[config.mk]
export PLATFORM = sky130hd
export DESIGN_NAME = ball_physics
export DESIGN_NICKNAME = d
export VERILOG_FILES = /design/src/rtl/ball_physics.sv
export SDC_FILE = /design/constraint.sdc
export NUM_CORES = 1
export LEC_CHECK = 0
export ABC_CLOCK_PERIOD_IN_PS = 1850
export CORE_MARGIN = 2
export CORE_UTILIZATION = 46
export CTS_CLUSTER_SIZE = 24
export DETAILED_ROUTE_END_ITERATION = 8
export GPL_TIMING_DRIVEN = 0
export HOLD_SLACK_MARGIN = 0.06
export PLACE_DENSITY = 0.75
export SLEW_MARGIN = 10
export SYNTH_ARGS = -nofsm -noshare
export SYNTH_HDL_FRONTEND = slang
export SYNTH_SLANG_ARGS = --single-unit
[constraint.sdc]
create_clock -name frame_clk -period 1.85 [get_ports frame_clk]
set_input_delay 0.185 -clock frame_clk [delete_from_list [all_inputs] [get_ports frame_clk]]
set_output_delay 0.185 -clock frame_clk [all_outputs]
set_load 0.01 [all_outputs]
[src/rtl/ball_physics.sv]
// ball_physics: per-frame vertical motion generator for the ball.
// Produces a registered signed Y step (two's complement, positive = down)
// from keyboard jump requests, ground contact and ceiling contact, with a
// divided-down gravity tick and terminal fall speed.
//
// Ports:
//   frame_clk   - only clock, all state updates on its rising edge
//   Reset       - synchronous active-low reset
//   keycode     - current keyboard keycode (jump on JUMP_KEY press edge)
//   on_ground   - ball rests on floor or platform top
//   hit_ceiling - ball top touches an obstacle
//   Y_Motion    - registered signed Y step, 10-bit two's complement
//   Airborne    - 1 whenever the ball is not GROUNDED
//   Land        - one-cycle pulse on the landing edge
//   Jump_Count  - accepted jumps, wraps modulo 256
//   dbg_state   - current FSM state (GROUNDED/RISING/FALLING)
//
// Handshake: none; inputs are level signals sampled on every frame_clk
// edge and every output is a register, so any input change is visible
// on the outputs exactly one edge later.
module ball_physics #(
  parameter logic [9:0] JUMP_V   = 10'd8,
  parameter logic [9:0] GRAVITY  = 10'd1,
  parameter logic [3:0] GRAV_DIV = 4'd2,
  parameter logic [9:0] MAX_FALL = 10'd6,
  parameter logic [7:0] JUMP_KEY = 8'd26
) (
  input  logic       frame_clk,
  input  logic       Reset,
  input  logic [7:0] keycode,
  input  logic       on_ground,
  input  logic       hit_ceiling,
  output logic [9:0] Y_Motion,
  output logic       Airborne,
  output logic       Land,
  output logic [7:0] Jump_Count,
  output logic [1:0] dbg_state
);

  localparam logic [1:0] GROUNDED = 2'd0;
  localparam logic [1:0] RISING   = 2'd1;
  localparam logic [1:0] FALLING  = 2'd2;

  logic [1:0]  state, state_n;
  logic [7:0]  prev_key;
  logic [3:0]  grav_cnt, cnt_n;
  logic [9:0]  y_n;
  logic        land_n;
  logic [7:0]  jc_n;
  logic        jump_edge;
  logic        tick;
  logic [9:0]  rise_sum;
  logic [10:0] fall_sum;

  assign jump_edge = (keycode == JUMP_KEY) && (prev_key != JUMP_KEY);
  assign tick      = (grav_cnt == (GRAV_DIV - 4'd1));
  assign rise_sum  = Y_Motion + GRAVITY;
  // Falling speed is never negative, so an unsigned 11-bit sum cannot wrap
  // and compares directly against the terminal speed.
  assign fall_sum  = {1'b0, Y_Motion} + {1'b0, GRAVITY};
  assign dbg_state = state;

  always_comb begin
    state_n = state;
    y_n     = Y_Motion;
    land_n  = 1'b0;
    jc_n    = Jump_Count;
    case (state)
      GROUNDED: begin
        y_n = 10'd0;
        if (jump_edge) begin
          state_n = RISING;
          y_n     = -JUMP_V;
          jc_n    = Jump_Count + 8'd1;
        end else if (!on_ground) begin
          state_n = FALLING;
        end
      end
      RISING: begin
        // Ground contact and jump presses are ignored: the ball passes up
        // through platforms from below.
        if (hit_ceiling) begin
          state_n = FALLING;
          y_n     = 10'd0;
        end else if (tick) begin
          if (!rise_sum[9]) begin
            state_n = FALLING;
            y_n     = 10'd0;
          end else begin
            y_n = rise_sum;
          end
        end
      end
      FALLING: begin
        if (on_ground) begin
          state_n = GROUNDED;
          y_n     = 10'd0;
          land_n  = 1'b1;
        end else if (tick) begin
          if (fall_sum > {1'b0, MAX_FALL}) y_n = MAX_FALL;
          else                             y_n = fall_sum[9:0];
        end
      end
      default: begin
        state_n = GROUNDED;
        y_n     = 10'd0;
      end
    endcase

    // Gravity phase restarts on every state change so each new flight
    // phase begins with a full GRAV_DIV period before its first tick.
    if (state_n != state) cnt_n = 4'd0;
    else if (tick)        cnt_n = 4'd0;
    else                  cnt_n = grav_cnt + 4'd1;
  end

  always_ff @(posedge frame_clk) begin
    if (!Reset) begin
      state      <= GROUNDED;
      prev_key   <= 8'd0;
      grav_cnt   <= 4'd0;
      Y_Motion   <= 10'd0;
      Airborne   <= 1'b0;
      Land       <= 1'b0;
      Jump_Count <= 8'd0;
    end else begin
      state      <= state_n;
      prev_key   <= keycode;
      grav_cnt   <= cnt_n;
      Y_Motion   <= y_n;
      Airborne   <= (state_n != GROUNDED);
      Land       <= land_n;
      Jump_Count <= jc_n;
    end
  end

endmodule
==> flow_summary_export.csv, run 1 <==
group,metric,value,unit
outcome,status,"finished with violations",
outcome,violations,"negative setup slack",
clock_network,clock_sinks,34,
die,die_x,66.0,um
cells_and_area,design_area,0.00275,sq mm
critical_path,worst_setup_path_start_kind,"flop",
critical_path,worstSetupPathType,"reg -> reg",
synthesis,synth_cell_type_count,55,
clock_network,clkTransAtPathRegs,0.07,ns
cells_and_area,nets,277,
critical_path,crit_path_start,"Y_Motion[2]",
global_routing,grt_overflow,0,
critical_path,setup.worst_path.end_class,"flop",
critical_path,slowest_delay,0.41,ns
critical_path,arrival,2.24,ns
die,row_count,22,
critical_path,path_buf_inv,4,
global_routing,use_met2,33.1,%
synthesis,syn_area,0.00177,sq mm
synthesis,synth_seq_cells,34,
clock_network,numCtsBuffers,5,
sta,slew_violations,0,
sta,setup_viol,11,
synthesis,synthArstFlopShare,0,%
worst_hold_path,min_path_type,"in -> reg",
die,ioPinCount,34,
die,dieArea,0.00436,sq mm
clock_network,htreeDepth,2,
cells_and_area,layout.core_utilization,74.5,%
worst_hold_path,min-delay-start,"keycode[4]",
placement,io_buffers,33,
sta,relSlewSlack,70.3,%
global_routing,grt_pass1_vias,1547,
drt,dr.pass1.iters,4,
sta,fin_skew,0.00381,ns
clock_network,clk_latency,0.29,ns
sta,worst_pin_slew,0.445,ns
drt,routed_wl,4.84,mm
power_and_ir_drop,p_leak,0.00107,uW
drt,wl_per_cell,15.7,um
drt,postRouteAntennaNets,0,
die,coreArea,0.00369,sq mm
global_routing,grt_pass1_wl,6.96,mm
synthesis,avgSynthCellArea,8.97,sq um
sta,max_clock_freq,484,MHz
clock_network,cts_tree,"built",
global_routing,grt_max_degree,12,
critical_path,r2r-start,"Y_Motion[2]",
global_routing,grt-busiest-layer,"met2",
clock_network,clock-root-buffer,"clkbuf_8",
global_routing,grtUsageMet1,26.8,%
die,die_h,66.0,um
placement,place.gp.congestion,0.862,
synthesis,syn_nets,214,
placement,post-place-ws,-0.485,ns
cells_and_area,drive_gt1_share,31.4,%
power_and_ir_drop,power_density,573,mW/mm^2
critical_path,slowest_stage,"mux2i_4",
critical_path,path_cells,"buf_6, nand4_1, buf_6, nor3_2, mux2i_4, nor4_2, buf_4, buf_4, o2111ai_2, nand2_1",
critical_path,crit_family,"buffers and inverters",
die,start_util,47.9,%
critical_path,cp_max_fo,5,
global_routing,grtUsageMet3,4.60,%
synthesis,synth_warnings,0,
drt,num_vias,1696,
flow_run,maxCapViolCount,0,
sta,finalCritPeriodShare,112,%
critical_path,rrSetupSlack,-0.22,ns
cells_and_area,area_growth,55.4,%
global_routing,antenna_found_initial,0,
synthesis,yosysSeqAreaShare,38.5,%
synthesis,syn-instance-count,197,
cells_and_area,diodes,0,
sta,final.min_clock_period,2.07,ns
drt,drc_errors,0,
drt,via_per_inst,5.49,
placement,placed_area,0.00220,sq mm
sta,timing.final.ws_setup,-0.216,ns
global_routing,track_usage,21.1,%
power_and_ir_drop,p_total,1570,uW
placement,dp_hpwl,2.75,mm
synthesis,synth-main-ff-cell,"dfxtp_1",
drt,drt-initial-drc-count,163,
clock_network,clockBufferDepth,2,
sta,rsz0062_at_grt,"true",
synthesis,synth_edf_count,0,
power_and_ir_drop,peakVddDrop,0.702,mV
sta,hold_viol,0,
critical_path,crit_required,2.02,ns
layout by cell type (no fill, tap or decap), drive strengths merged, types with 4 or more instances in the layout:
master and n:
dfxtp 34, clkdlybuf4s50 31, buf 27, and2 20
nor2 11, inv 10, nand2 9, nand3 9
clkbuf 8, a21oi 8, o21ai 8, nand4 7
xnor2 7, and3 5, ha 5, nor3 5
mux2i 4
state kept, by name, indices dropped and copies added (netlist names):
register,flops
grav_cnt,4
prev_key,8
dbg_state,2
Jump_Count,8
Airborne,1
Land,1
Y_Motion,10
synth_stat cells (all sizes together), types with 4 or more instances:
cell   count  share of area (%)
a21oi      8                2.5
and2      20                7.1
and3       5                1.8
buf        4                1.6
dfxtp     34                 38
ha         5                3.5
inv        9                1.9
mux2i      4                2.3
nand2      9                1.9
nand3      9                2.5
nand4      7                2.5
nor2      11                2.3
nor3       5                1.4
o21ai      8                2.5
xnor2      7                3.5
layer usage:
layer | routed length, um | part of all wire (%)
met5 | 0 | 0
met3 | 204 | 4.2
met4 | 120 | 2.5
met1 | 2090 | 43
met2 | 2430 | 50
timing repair:
item                       CTS  global route
hold buffers                 0             0
cloned                       0             1
pin swaps                   17             9
setup buffers               16             7
gates resized for setup     28            28
setup endpoints to repair   21            21
metrics by stage:
stage | hold slack, ns | TNS (ns) | std cells
finish | 0.131 | -1.29 | 309
CTS | 0.436 | -0.811 | 302
global route | 0.142 | -2.21 | 309
detailed placement | 0.426 | -6.97 | 278
floorplan | 0.303 | -0.0707 | 197
global placement | 0.422 | -6.57 | 278
worst paths after layout:
| path | end | cells after the start |
|---|---|---|
| worst max register to register | Y_Motion[5] | 10 |
| worst min register to register | grav_cnt[0] | 1 |
| worst min-delay path | prev_key[4] | 2 |
| worst max-delay path | Y_Motion[5] | 10 |
where the power goes:
| part | internal [uW] | switching [uW] | leakage, uW |
|---|---|---|---|
| Combinational | 121 | 103 | 0.000738 |
| Sequential | 749 | 20.5 | 0.000283 |
| Clock | 300 | 281 | 0.0000515 |
final cells by class:
| cell class | instances | area [sq um] |
|---|---|---|
| multi-input cells | 147 | 1250 |
| fillers | 265 | 941 |
| flip-flops and latches | 34 | 706 |
| repair buffers | 57 | 553 |
| clock buffers | 6 | 82.6 |
| well taps | 48 | 60.1 |
| plain buffers | 6 | 46.3 |
| inverters | 9 | 33.8 |
| clock inverters | 2 | 11.3 |
cells by family after synthesis:
| logic type | Yosys count | synth area share (%) |
|---|---|---|
| and+or+nand+nor | 87 | 29.4 |
| AOI/OAI and AO/OA | 41 | 17.2 |
| DFF | 34 | 38.5 |
| buffers and inverters | 16 | 4.18 |
| xor gates and xnor gates | 10 | 4.95 |
| adders and majority gates | 5 | 3.54 |
| muxes | 4 | 2.26 |
Note: power is estimated with default switching activity, not from simulation.
==> run 2: changes to the inputs <==
--- a/config.mk
+++ b/config.mk
@@ -6,13 +6,12 @@
 export NUM_CORES = 1
 export LEC_CHECK = 0
 export ABC_CLOCK_PERIOD_IN_PS = 1850
-export CORE_MARGIN = 2
 export CORE_UTILIZATION = 46
 export CTS_CLUSTER_SIZE = 24
 export DETAILED_ROUTE_END_ITERATION = 8
 export GPL_TIMING_DRIVEN = 0
 export HOLD_SLACK_MARGIN = 0.06
-export PLACE_DENSITY = 0.75
+export PLACE_DENSITY = 0.77
 export SLEW_MARGIN = 10
 export SYNTH_ARGS = -nofsm -noshare
 export SYNTH_HDL_FRONTEND = slang
==> run 2 against run 1 <==
The run still ends with negative setup slack left. Utilization is 4.5 points higher. Sequential cell count stayed put. Die area is 6.0% lower. Worst setup slack worse by 0.31 ns. Clock skew is 0.0026 ns higher. First-iteration DRC count is 3.7% higher. Non-clock buffer count is 8 higher. Total power is 18% higher. Largest power group is now the clock network.
==> flow_summary_export.csv, run 2 (synthesis gave the netlist of run 1 again) <==
group,metric,value,unit
placement,post-place-ws,-0.403,ns
drt,wl_per_cell,19.4,um
die,coreArea,0.00366,sq mm
power_and_ir_drop,p_int,1420,uW
global_routing,grt-busiest-layer,"met2",
critical_path,cp_max_fo,5,
critical_path,worstSetupPathType,"reg -> reg",
cells_and_area,final_cell_mix,"33 x clkdlybuf4s50_1, 23 x dfxtp_1, 23 x buf_4",
critical_path,crit_required,1.98,ns
power_and_ir_drop,p_sw,437,uW
outcome,status,"finished with violations",
power_and_ir_drop,peakVddDrop,0.788,mV
cells_and_area,final_common_cell,"clkdlybuf4s50_1",
sta,setup_viol,17,
drt,postRouteAntennaNets,0,
global_routing,antenna_found_initial,0,
cells_and_area,regMostFlops,"Y_Motion",
placement,place.gp.congestion,0.846,
global_routing,grt_max_degree,13,
worst_hold_path,min_path_type,"reg -> reg",
critical_path,arrival,2.50,ns
sta,slew_violations,0,
placement,placed_area,0.00220,sq mm
sta,worst_pin_slew,0.597,ns
cells_and_area,drive_gt1_share,37.9,%
cells_and_area,largestRegisters,"Y_Motion (10), Jump_Count (8), prev_key (8)",
cells_and_area,largest_register_ffs,10,
placement,io_buffers,33,
global_routing,track_usage,24.7,%
sta,rsz0062_at_grt,"true",
outcome,violations,"negative setup slack",
cells_and_area,nFillCells,210,
cells_and_area,area_growth,63.5,%
drt,via_per_inst,6.08,
sta,max_clock_freq,422,MHz
drt,drc_errors,0,
power_and_ir_drop,p_leak,0.00109,uW
clock_network,numCtsBuffers,5,
clock_network,clockBufferDepth,2,
cells_and_area,nets,285,
cells_and_area,diodes,0,
critical_path,worst_setup_path_start_kind,"flop",
clock_network,clkTransAtPathRegs,0.08,ns
clock_network,htreeDepth,2,
cells_and_area,final_cells,317,
critical_path,setup.worst_path.end_class,"flop",
sta,relSlewSlack,60.1,%
global_routing,grtUsageMet1,31.7,%
die,row_count,22,
sta,finalCritPeriodShare,128,%
die,ioPinCount,34,
sta,holdWs,0.442,ns
die,start_util,48.3,%
drt,routed_wl,6.15,mm
drt,num_vias,1926,
cells_and_area,design_area,0.00289,sq mm
global_routing,grt_pass1_vias,1689,
clock_network,clk_latency,0.29,ns
drt,dr.pass1.iters,4,
global_routing,grtUsageMet3,6.25,%
global_routing,use_met2,38.3,%
cells_and_area,regArea,702,sq um
placement,placedCellCount,278,
sta,final.min_clock_period,2.37,ns
clock_network,cts_tree,"built",
placement,dp_hpwl,2.81,mm
power_and_ir_drop,p_sw_share,23.5,%
cells_and_area,multi_input_area,0.00131,sq mm
power_and_ir_drop,pwr-share-comb,13.1,%
clock_network,clock_sinks,34,
sta,setup_tns,-3.06,ns
sta,timing.final.ws_setup,-0.522,ns
power_and_ir_drop,power_density,642,mW/mm^2
drt,drt-initial-drc-count,169,
clock_network,cts_hold_buffers,0,
global_routing,grt_pass1_wl,7.75,mm
clock_network,clock-root-buffer,"clkbuf_8",
die,dieArea,0.00410,sq mm
die,die_x,64.0,um
sta,hold_viol,0,
sta,fin_skew,0.00643,ns
die,die_h,64.0,um
flow_run,maxCapViolCount,0,
global_routing,grt_overflow,0,
power_and_ir_drop,p_clk_share,45.2,%
power_and_ir_drop,p_seq_share,41.7,%
-- run 2: through the flow --
step / utilization, % / total power, uW
2_1_floorplan: - / 874
3_3_place_gp: 60.1 / 939
3_5_place_dp: 60.1 / 941
4_1_cts: 70.1 / 1790
5_1_grt: 78.9 / 1920
6_report: 78.9 / 1850
-- run 2: power by group through the flow --
stage | registers, uW | clock network (uW) | logic, uW
6_report | 773 | 838 | 244
5_1_grt | 775 | 885 | 257
4_1_cts | 771 | 835 | 180
3_5_place_dp | 786 | 0 | 155
3_3_place_gp | 785 | 0 | 154
2_1_floorplan | 786 | 0 | 88.4
-- run 2: repair_timing --
item,CTS,global route
cloned,1,0
resized for setup,28,45
pin swaps,12,20
buffers inserted,17,13
setup endpoints to repair,21,23
-- run 2: routing by layer --
layer	routed length (um)	vias to the layer above
met5	0	-
met4	343	0
met3	435	39
met2	2850	117
met1	2520	906
li1	-	864
-- run 2: critical path, cell delays in order, from the launching register on --
cell and delay, ns:
dfxtp_4 0.39, buf_6 0.12, nand4_1 0.11, buf_6 0.16
o31ai_4 0.35, a21oi_4 0.12, buf_6 0.15, and3_1 0.17
o31ai_1 0.40, o311ai_2 0.23
-- run 2: path summary, 6_finish.rpt --
| kind | start | to | slack [ns] | cells after the start |
|---|---|---|---|---|
| max | Y_Motion[0] | Y_Motion[3] | -0.52 | 9 |
| min | grav_cnt[0] | grav_cnt[0] | 0.44 | 1 |
| max reg2reg | Y_Motion[0] | Y_Motion[3] | -0.52 | 9 |
| min reg2reg | grav_cnt[0] | grav_cnt[0] | 0.44 | 1 |
-- run 2: area by class of cell --
cell class	count	area share, %
multi-input combinational	147	45.4
sequential	34	24.3
timing repair buffer	64	20.5
clock buffer	5	2.38
clock inverter	3	2.38
tap	48	2.08
buffer	7	1.73
inverter	9	1.26
